`src/rtl/letter_pkg.sv`:
```
`default_nettype none
// +--------------------------------------------------------------------+
// | letter_pkg : shared types and defaults for the letter pool         |
// | Revision   : 1.0                                                   |
// +--------------------------------------------------------------------+
package letter_pkg;

    localparam int C_SLOTS_DEF        = 8;
    localparam int C_SPAWN_FRAMES_DEF = 30;
    localparam int C_X_BOTTOM_DEF     = 440;
    localparam int C_MAX_MISS_DEF     = 10;

    localparam logic [7:0] C_ASCII_UA = 8'h41;
    localparam logic [7:0] C_ASCII_UZ = 8'h5A;
    localparam logic [7:0] C_ASCII_LA = 8'h61;
    localparam logic [7:0] C_ASCII_LZ = 8'h7A;

    typedef struct packed {
        logic       active;
        logic [7:0] ch;
        logic [8:0] x;
        logic [9:0] y;
        logic [2:0] spd;
    } slot_t;

    typedef enum logic [1:0] {
        ST_IDLE = 2'd0,
        ST_RUN  = 2'd1,
        ST_OVER = 2'd2
    } state_t;

    function automatic logic [7:0] fold_upper(input logic [7:0] c);
        return ((c >= C_ASCII_LA) && (c <= C_ASCII_LZ)) ? (c - 8'h20) : c;
    endfunction

endpackage
`default_nettype wire

```
`src/rtl/letter_pool_if.sv`:
```
`default_nettype none
// +--------------------------------------------------------------------+
// | letter_pool_if : control, generator, key and renderer signals      |
// | Revision       : 1.0                                               |
// +--------------------------------------------------------------------+
interface letter_pool_if
    import letter_pkg::*;
#(
    parameter int SLOTS = C_SLOTS_DEF
);
    localparam int IDX_W = $clog2(SLOTS);

    logic             start;
    logic             frame_tick;
    logic [7:0]       gen_ch;
    logic [2:0]       gen_speed;
    logic [8:0]       gen_x;
    logic [9:0]       gen_y;
    logic             key_valid;
    logic [7:0]       key_ascii;
    logic [IDX_W-1:0] rd_idx;
    logic             rd_active;
    logic [7:0]       rd_ch;
    logic [8:0]       rd_x;
    logic [9:0]       rd_y;
    logic [15:0]      score;
    logic [15:0]      miss;
    logic             running;
    logic             game_over;
    logic             hit_pulse;
    logic             miss_pulse;

    modport master (
        output start, frame_tick, gen_ch, gen_speed, gen_x, gen_y,
               key_valid, key_ascii, rd_idx,
        input  rd_active, rd_ch, rd_x, rd_y, score, miss,
               running, game_over, hit_pulse, miss_pulse
    );

    modport slave (
        input  start, frame_tick, gen_ch, gen_speed, gen_x, gen_y,
               key_valid, key_ascii, rd_idx,
        output rd_active, rd_ch, rd_x, rd_y, score, miss,
               running, game_over, hit_pulse, miss_pulse
    );

endinterface
`default_nettype wire

```
`src/rtl/slot_pick.sv`:
```
`default_nettype none
// +--------------------------------------------------------------------+
// | slot_pick : index of the candidate with the largest key,           |
// |             lowest index on a tie | Revision : 1.0                 |
// +--------------------------------------------------------------------+
module slot_pick #(
    parameter int N     = 8,
    parameter int KEY_W = 9,
    localparam int IDX_W = $clog2(N)
) (
    input  logic [N-1:0]            cand_i,
    input  logic [N-1:0][KEY_W-1:0] key_i,
    output logic                    found_o,
    output logic [IDX_W-1:0]        idx_o
);

    logic             w_found;
    logic [IDX_W-1:0] w_idx;
    logic [KEY_W-1:0] w_best;

    // Strict greater-than keeps the earlier (lower) index on equal keys.
    always_comb begin
        w_found = 1'b0;
        w_idx   = '0;
        w_best  = '0;
        for (int i = 0; i < N; i++) begin
            if (cand_i[i] && (!w_found || (key_i[i] > w_best))) begin
                w_found = 1'b1;
                w_idx   = IDX_W'(i);
                w_best  = key_i[i];
            end
        end
    end

    assign found_o = w_found;
    assign idx_o   = w_idx;

endmodule
`default_nettype wire

```
`src/rtl/letter_pool.sv`:
```
`default_nettype none
// +--------------------------------------------------------------------+
// | letter_pool : falling-letter table with spawn, move, hit and miss  |
// | Revision    : 1.0                                                  |
// +--------------------------------------------------------------------+
module letter_pool
    import letter_pkg::*;
#(
    parameter int SLOTS        = C_SLOTS_DEF,
    parameter int SPAWN_FRAMES = C_SPAWN_FRAMES_DEF,
    parameter int X_BOTTOM     = C_X_BOTTOM_DEF,
    parameter int MAX_MISS     = C_MAX_MISS_DEF
) (
    input  wire          clk,
    input  wire          rst_n,
    letter_pool_if.slave bus
);

    localparam int IDX_W = $clog2(SLOTS);
    localparam int CNT_W = $clog2(SPAWN_FRAMES + 1);
    localparam int MC_W  = $clog2(SLOTS + 1);
    localparam logic [CNT_W-1:0] C_CNT_LAST = CNT_W'(SPAWN_FRAMES - 1);
    localparam logic [9:0]       C_X_BOT    = 10'(X_BOTTOM);
    localparam logic [15:0]      C_MAX_MISS = 16'(MAX_MISS);

    state_t           state_q;
    slot_t            slots_q [SLOTS];
    slot_t            slots_d [SLOTS];
    logic [15:0]      score_q, score_d;
    logic [15:0]      miss_q, miss_d;
    logic [CNT_W-1:0] cnt_q, cnt_d;
    logic             hit_pulse_q, miss_pulse_q, running_q, game_over_q;

    logic [7:0]                 w_key_up;
    logic                       w_key_ok;
    logic [SLOTS-1:0]           w_free, w_match;
    logic [SLOTS-1:0][8:0]      w_xs;
    logic [SLOTS-1:0][0:0]      w_zero_key;
    logic                       w_free_found, w_hit_found, w_spawn;
    logic [IDX_W-1:0]           w_free_idx, w_hit_idx;
    logic [MC_W-1:0]            w_miss_cnt;
    logic [16:0]                w_miss_sum;

    always_comb begin
        w_key_up = fold_upper(bus.key_ascii);
        w_key_ok = bus.key_valid && (w_key_up >= C_ASCII_UA) && (w_key_up <= C_ASCII_UZ);
        for (int i = 0; i < SLOTS; i++) begin
            w_free[i]     = !slots_q[i].active;
            w_match[i]    = w_key_ok && slots_q[i].active && (slots_q[i].ch == w_key_up);
            w_xs[i]       = slots_q[i].x;
            w_zero_key[i] = 1'b0;
        end
    end

    slot_pick #(.N(SLOTS), .KEY_W(1)) u_free_pick (
        .cand_i  (w_free),
        .key_i   (w_zero_key),
        .found_o (w_free_found),
        .idx_o   (w_free_idx)
    );

    slot_pick #(.N(SLOTS), .KEY_W(9)) u_hit_pick (
        .cand_i  (w_match),
        .key_i   (w_xs),
        .found_o (w_hit_found),
        .idx_o   (w_hit_idx)
    );

    assign w_spawn = bus.frame_tick && (cnt_q == C_CNT_LAST);

    // Hit beats spawn beats move; a freshly freed slot is never the spawn target
    // because the free pick looks only at pre-cycle state.
    always_comb begin
        w_miss_cnt = '0;
        for (int i = 0; i < SLOTS; i++) begin
            logic [9:0] nx;
            nx         = {1'b0, slots_q[i].x} + 10'(slots_q[i].spd);
            slots_d[i] = slots_q[i];
            if (w_hit_found && (w_hit_idx == IDX_W'(i))) begin
                slots_d[i].active = 1'b0;
            end else if (w_spawn && w_free_found && (w_free_idx == IDX_W'(i))) begin
                slots_d[i].active = 1'b1;
                slots_d[i].ch     = bus.gen_ch;
                slots_d[i].x      = bus.gen_x;
                slots_d[i].y      = bus.gen_y;
                slots_d[i].spd    = (bus.gen_speed == 3'd0) ? 3'd1 : bus.gen_speed;
            end else if (bus.frame_tick && slots_q[i].active) begin
                if (nx >= C_X_BOT) begin
                    slots_d[i].active = 1'b0;
                    w_miss_cnt        = w_miss_cnt + MC_W'(1);
                end else begin
                    slots_d[i].x = nx[8:0];
                end
            end
        end
        w_miss_sum = {1'b0, miss_q} + 17'(w_miss_cnt);
        miss_d     = w_miss_sum[16] ? 16'hFFFF : w_miss_sum[15:0];
        score_d    = (w_hit_found && (score_q != 16'hFFFF)) ? (score_q + 16'd1) : score_q;
        cnt_d      = !bus.frame_tick ? cnt_q : ((cnt_q == C_CNT_LAST) ? '0 : (cnt_q + CNT_W'(1)));
    end

    always_ff @(posedge clk or negedge rst_n) begin
        if (!rst_n) begin
            state_q      <= ST_IDLE;
            for (int i = 0; i < SLOTS; i++) slots_q[i] <= '0;
            score_q      <= '0;
            miss_q       <= '0;
            cnt_q        <= '0;
            hit_pulse_q  <= 1'b0;
            miss_pulse_q <= 1'b0;
            running_q    <= 1'b0;
            game_over_q  <= 1'b0;
        end else begin
            hit_pulse_q  <= 1'b0;
            miss_pulse_q <= 1'b0;
            if (bus.start) begin
                state_q     <= ST_RUN;
                for (int i = 0; i < SLOTS; i++) slots_q[i] <= '0;
                score_q     <= '0;
                miss_q      <= '0;
                cnt_q       <= '0;
                running_q   <= 1'b1;
                game_over_q <= 1'b0;
            end else begin
                case (state_q)
                    ST_RUN: begin
                        slots_q      <= slots_d;
                        score_q      <= score_d;
                        miss_q       <= miss_d;
                        cnt_q        <= cnt_d;
                        hit_pulse_q  <= w_hit_found;
                        miss_pulse_q <= (w_miss_cnt != '0);
                        if (miss_q >= C_MAX_MISS) begin
                            state_q     <= ST_OVER;
                            running_q   <= 1'b0;
                            game_over_q <= 1'b1;
                        end
                    end
                    default: ;
                endcase
            end
        end
    end

    assign bus.rd_active  = slots_q[bus.rd_idx].active;
    assign bus.rd_ch      = slots_q[bus.rd_idx].ch;
    assign bus.rd_x       = slots_q[bus.rd_idx].x;
    assign bus.rd_y       = slots_q[bus.rd_idx].y;
    assign bus.score      = score_q;
    assign bus.miss       = miss_q;
    assign bus.running    = running_q;
    assign bus.game_over  = game_over_q;
    assign bus.hit_pulse  = hit_pulse_q;
    assign bus.miss_pulse = miss_pulse_q;

endmodule
`default_nettype wire

```
`src/flat_wrapper.sv`:
```
// flat-port wrapper written by rule: the top's interface ports become plain ports
module letter_pool_flat import letter_pkg::*;
#(
    parameter int SLOTS        = C_SLOTS_DEF,
    parameter int SPAWN_FRAMES = C_SPAWN_FRAMES_DEF,
    parameter int X_BOTTOM     = C_X_BOTTOM_DEF,
    parameter int MAX_MISS     = C_MAX_MISS_DEF
)
  (clk, rst_n, bus_start, bus_frame_tick, bus_gen_ch, bus_gen_speed, bus_gen_x, bus_gen_y, bus_key_valid, bus_key_ascii, bus_rd_idx, bus_rd_active, bus_rd_ch, bus_rd_x, bus_rd_y, bus_score, bus_miss, bus_running, bus_game_over, bus_hit_pulse, bus_miss_pulse);
  letter_pool_if #(.SLOTS(SLOTS)) bus_i ();
  input  wire clk;
  input  wire rst_n;
  input wire logic [$bits(bus_i.start)-1:0] bus_start;
  input wire logic [$bits(bus_i.frame_tick)-1:0] bus_frame_tick;
  input wire logic [$bits(bus_i.gen_ch)-1:0] bus_gen_ch;
  input wire logic [$bits(bus_i.gen_speed)-1:0] bus_gen_speed;
  input wire logic [$bits(bus_i.gen_x)-1:0] bus_gen_x;
  input wire logic [$bits(bus_i.gen_y)-1:0] bus_gen_y;
  input wire logic [$bits(bus_i.key_valid)-1:0] bus_key_valid;
  input wire logic [$bits(bus_i.key_ascii)-1:0] bus_key_ascii;
  input wire logic [$bits(bus_i.rd_idx)-1:0] bus_rd_idx;
  output wire logic [$bits(bus_i.rd_active)-1:0] bus_rd_active;
  output wire logic [$bits(bus_i.rd_ch)-1:0] bus_rd_ch;
  output wire logic [$bits(bus_i.rd_x)-1:0] bus_rd_x;
  output wire logic [$bits(bus_i.rd_y)-1:0] bus_rd_y;
  output wire logic [$bits(bus_i.score)-1:0] bus_score;
  output wire logic [$bits(bus_i.miss)-1:0] bus_miss;
  output wire logic [$bits(bus_i.running)-1:0] bus_running;
  output wire logic [$bits(bus_i.game_over)-1:0] bus_game_over;
  output wire logic [$bits(bus_i.hit_pulse)-1:0] bus_hit_pulse;
  output wire logic [$bits(bus_i.miss_pulse)-1:0] bus_miss_pulse;
  assign bus_i.start = bus_start;
  assign bus_i.frame_tick = bus_frame_tick;
  assign bus_i.gen_ch = bus_gen_ch;
  assign bus_i.gen_speed = bus_gen_speed;
  assign bus_i.gen_x = bus_gen_x;
  assign bus_i.gen_y = bus_gen_y;
  assign bus_i.key_valid = bus_key_valid;
  assign bus_i.key_ascii = bus_key_ascii;
  assign bus_i.rd_idx = bus_rd_idx;
  assign bus_rd_active = bus_i.rd_active;
  assign bus_rd_ch = bus_i.rd_ch;
  assign bus_rd_x = bus_i.rd_x;
  assign bus_rd_y = bus_i.rd_y;
  assign bus_score = bus_i.score;
  assign bus_miss = bus_i.miss;
  assign bus_running = bus_i.running;
  assign bus_game_over = bus_i.game_over;
  assign bus_hit_pulse = bus_i.hit_pulse;
  assign bus_miss_pulse = bus_i.miss_pulse;
  letter_pool #(.SLOTS(SLOTS), .SPAWN_FRAMES(SPAWN_FRAMES), .X_BOTTOM(X_BOTTOM), .MAX_MISS(MAX_MISS)) u_core (.clk(clk), .rst_n(rst_n), .bus(bus_i));
endmodule
```
`config.mk`:
```
export PLATFORM = sky130hd
export DESIGN_NAME = letter_pool_flat
export DESIGN_NICKNAME = d
export VERILOG_FILES = /design/src/rtl/letter_pkg.sv /design/src/rtl/letter_pool_if.sv /design/src/rtl/slot_pick.sv /design/src/rtl/letter_pool.sv /design/src/flat_wrapper.sv
export SDC_FILE = /design/constraint.sdc
export NUM_CORES = 1
export LEC_CHECK = 0
export CAP_MARGIN = 20
export CORE_MARGIN = 8
export CORE_UTILIZATION = 43
export CTS_BUF_LIST = sky130_fd_sc_hd__clkbuf_8
export CTS_CLUSTER_DIAMETER = 80
export DETAILED_ROUTE_END_ITERATION = 8
export PLACE_DENSITY = 0.58
export SETUP_SLACK_MARGIN = 0.15
export SLEW_MARGIN = 10
export SYNTH_ARGS = -nofsm -noshare
export SYNTH_HDL_FRONTEND = slang
export SYNTH_SLANG_ARGS = --single-unit
```
`constraint.sdc`:
```
create_clock -name clk -period 38.5 [get_ports clk]
set_input_delay 3.85 -clock clk [delete_from_list [all_inputs] [get_ports clk]]
set_output_delay 3.85 -clock clk [all_outputs]
set_load 0.02 [all_outputs]
```
==> flow_summary.rst <==
.. list-table::
   :header-rows: 1

   * - Metric
     - Value
   * - Outcome
     - finished, final reports clean
   * - Cell chosen for the clock root
     - sky130_fd_sc_hd__clkbuf_8
   * - CTS tree
     - yes
   * - Vert. Die Dim
     - between 200 and 250 um
   * - Count of unique library cells instantiated by Yosys
     - 81
   * - Critical Path Slowest Stage Cell
     - sky130_fd_sc_hd__a211oi_2
   * - Worst setup skew after layout
     - between 70 and 80 ps
   * - Clock buffers created by TritonCTS
     - 54
   * - Area enclosed by the die boundary
     - ~52000 sq um
   * - Count of vias placed by the detailed router
     - ~17000
   * - Estimated wirelength of the detail-placed design
     - around 48000 um
   * - Final hold violations
     - 0
   * - Longest Clk Path Bufs
     - 3
   * - Finish-stage setup viols
     - 0
   * - Worst-path clk slew
     - 60 ps
   * - Post-cts resize count
     - 0
   * - Via/cell ratio
     - 6.01
   * - Type of element capturing the critical path
     - flop
   * - Number of instances in the synthesized netlist
     - ~2200
   * - Data required, critical path
     - 39030 ps
   * - Critical Path Start Type
     - input port
   * - Number of levels in the clock H-tree
     - 2
   * - Post-route clock period utilization
     - 70.8%
   * - Arrival @ worst endpoint
     - 27780 ps
   * - Pre-CTS setup slack
     - 10930 ps
   * - Starting density of the core
     - 43.2%
   * - Site Rows
     - 78
   * - Post-DR wirelength/cell
     - 23.3 um
   * - Area of all placed cells without fillers
     - between 20000 and 25000 sq um
   * - Last weighted congestion value of the routability-driven placer
     - 1.00
   * - Min-Delay Path Class
     - reg2reg
   * - Clock latency at the later pin of the worst-skew pair
     - 690 ps
   * - Final core utilization
     - roughly half
   * - Clock sink total
     - between 200 and 300
   * - Final hold slack
     - ~480 ps
   * - Synth Net Count
     - between 2000 and 2500
   * - Static Leakage
     - 9.35 nW
   * - Vias in the first global route
     - 17000
   * - FF-to-FF Start
     - u_core.slots_q[247]$_DFFE_PN0P_
   * - Total routing resource utilization after global routing
     - between 20% and 30%
   * - Top library cells by usage in the layout, fill and taps aside
     - 303 x sky130_fd_sc_hd__o21ai_0, 293 x sky130_fd_sc_hd__nand2_1, 289 x sky130_fd_sc_hd__dfrtp_1
   * - Start point of the critical path
     - bus_key_ascii[5]
   * - Primary flip-flop cell chosen by synthesis mapping
     - sky130_fd_sc_hd__dfrtp_1
   * - Placed standard-cell area
     - 21100 sq um
   * - Number of cells traversed by the worst register-to-register path
     - 93
   * - Detailed Routing Iterations Pass 1
     - 5
   * - Post-synthesis register bit count
     - 289
   * - Final Critical Period
     - between 20000 and 30000 ps
   * - Number of flops mapped to enable cells by yosys
     - 0
   * - Total Power
     - 866 uW
   * - Avg Cell Area, Syn
     - 8.99 sq um
   * - Hold depth
     - 2
   * - Detailed router's first-iteration violation count
     - 1654
   * - Total negative setup slack
     - 0 ps
   * - Share of synthesized registers carrying an async set or reset
     - 100%
   * - Final wirelength
     - 67300 um
   * - Aggregate global routing overflow
     - 0
   * - Number of placed instances, taps included
     - 2784
   * - Number of nets in the layout
     - 2402
   * - Antenna viol nets, final
     - 0
   * - Highest attainable clock frequency
     - ~37 MHz
   * - RSZ-0062 raised after global routing
     - no
   * - Most common cell after layout, fill and taps aside
     - sky130_fd_sc_hd__o21ai_0
   * - Layout-stage area growth over the synthesis result
     - 14.2%
   * - Worst supply voltage drop on vdd
     - 0.0000325 V
   * - First-pass GRT wire length
     - approximately 100000 um
   * - Final Slew Violations
     - 0
   * - Pin count of the biggest net entering global routing
     - 81
   * - Kind of critical path
     - in2reg
   * - Yosys warnings
     - 0
   * - Standard cell core area
     - about 45000 sq um
   * - Maximum fanout count along the critical path
     - 18
   * - Setup WS post-layout
     - 11250 ps
   * - Origin of the worst min-delay path
     - u_core.slots_q[40]$_DFFE_PN0P_
   * - Share of the yosys chip area belonging to registers
     - 37.1%
   * - Num ports
     - 110
   * - Post-synthesis instance area
     - 19500 sq um
   * - Count of non-filler cells in the finished layout
     - 2886
   * - Delay contributed by the slowest stage of the critical path
     - 970 ps
   * - Count of port buffers added during placement
     - 109
   * - Layout cell share with drive strength beyond 1
     - ~11%
   * - Max-cap check violation count
     - 0
   * - Width of the die
     - 229 um
   * - Actual transition at the worst max-transition pin
     - 1130 ps
   * - Initial antenna violation count
     - 1
   * - Post-CTS setup buffer count
     - 0
   * - DRC viols
     - 0
   * - Power Density
     - 38.9 nW/um^2
   * - Most Frequent Cell on Critical Path
     - sky130_fd_sc_hd__ha_1
   * - Hold Buf Count CTS
     - 0
   * - Relative slew slack
     - 24.5%
## area by class of cell
cell class	instances	area, sq um
antenna	1	2.50
clock buffer	66	908
clock inverter	31	193
fill	4326	22800
inverter	87	327
multi-input combinational	1672	11500
sequential	289	7230
tap	600	751
timing repair buffer	140	1340
## report_power, final
group,total (mW),switching (mW),internal (mW)
Combinational,0.194,0.114,0.0793
Sequential,0.367,0.0356,0.332
Clock,0.305,0.142,0.163
## state kept, by name, indices dropped and copies added (netlist names)
name                   flops
u_core.slots_q           248
u_core.bus.miss           16
u_core.bus.score          16
u_core.cnt_q               5
u_core.bus.game_over       1
u_core.bus.hit_pulse       1
u_core.bus.miss_pulse      1
u_core.state_q             1
## synth_stat cells, types with 10 or more instances
| cell type | count | area, sq um |
|---|---|---|
| sky130_fd_sc_hd__inv_1 | 86 | 323 |
| sky130_fd_sc_hd__dfrtp_1 | 289 | 7230 |
| sky130_fd_sc_hd__a22oi_1 | 18 | 135 |
| sky130_fd_sc_hd__xor2_1 | 34 | 298 |
| sky130_fd_sc_hd__or3_1 | 10 | 62.6 |
| sky130_fd_sc_hd__xnor2_1 | 44 | 385 |
| sky130_fd_sc_hd__o211ai_1 | 11 | 82.6 |
| sky130_fd_sc_hd__nor4_1 | 20 | 125 |
| sky130_fd_sc_hd__mux4_2 | 56 | 1260 |
| sky130_fd_sc_hd__a211oi_1 | 21 | 158 |
| sky130_fd_sc_hd__mux2i_1 | 24 | 240 |
| sky130_fd_sc_hd__nor2b_1 | 13 | 81.3 |
| sky130_fd_sc_hd__o21ai_0 | 303 | 1520 |
| sky130_fd_sc_hd__nand3_1 | 44 | 220 |
| sky130_fd_sc_hd__o22ai_1 | 16 | 100 |
| sky130_fd_sc_hd__mux2_2 | 56 | 631 |
| sky130_fd_sc_hd__buf_1 | 19 | 71.3 |
| sky130_fd_sc_hd__nor2_1 | 138 | 518 |
| sky130_fd_sc_hd__nand2_1 | 293 | 1100 |
| sky130_fd_sc_hd__a21oi_1 | 135 | 676 |
| sky130_fd_sc_hd__and2_1 | 12 | 75.1 |
| sky130_fd_sc_hd__nor3_1 | 58 | 290 |
| sky130_fd_sc_hd__a32oi_1 | 12 | 105 |
| sky130_fd_sc_hd__a21o_1 | 30 | 225 |
| sky130_fd_sc_hd__ha_1 | 103 | 1290 |
| sky130_fd_sc_hd__a221oi_1 | 13 | 114 |
| sky130_fd_sc_hd__nand2b_1 | 33 | 206 |
| sky130_fd_sc_hd__nand4_1 | 33 | 206 |
| sky130_fd_sc_hd__clkbuf_1 | 88 | 330 |
## routing by layer
layer  up-vias  share of wire, %  global-route usage (%)
met2       706                42                    36.7
met1      8439                45                    35.0
met4         2               3.8                    9.96
li1       8041                 -                       -
met3       157               9.1                    6.76
met5         -             0.019                       0
## kinds of logic (layout without fill, tap and decap cells)
| group | Yosys count | after routing | share of synthesized area, % |
|---|---|---|---|
| muxes | 138 | 138 | 11.1 |
| AOI/OAI and AO/OA | 640 | 640 | 19.4 |
| xor gates and xnor gates | 80 | 80 | 3.74 |
| and+or+nand+nor | 699 | 699 | 16.8 |
| buffers and inverters | 206 | 324 | 4.17 |
| adders and majority gates | 115 | 115 | 7.69 |
| DFF | 289 | 289 | 37.1 |
| other | 0 | 1 | 0 |
## worst max-delay path: cells and delay by family
kind / cells / cell delay (ps)
buffers and inverters: 9 / 1640
AO/OA/AOI/OAI: 33 / 8530
AND/OR/NAND/NOR: 27 / 6250
adder cells (fa/ha/maj): 15 / 4250
multiplexers: 8 / 2760
XOR/XNOR: 3 / 450
## worst paths after layout
path,to,slack [ps]
max in group asynchronous,u_core.bus.score[5]$_DFFE_PN0P_,33930
max reg2reg,u_core.bus.miss[13]$_DFFE_PN0P_,14920
min in group asynchronous,u_core.slots_q[121]$_DFFE_PN0P_,3160
min reg2reg,u_core.slots_q[40]$_DFFE_PN0P_,480
max,u_core.bus.miss[13]$_DFFE_PN0P_,11250
min,u_core.slots_q[40]$_DFFE_PN0P_,480
(Power assumes the default switching activity.)
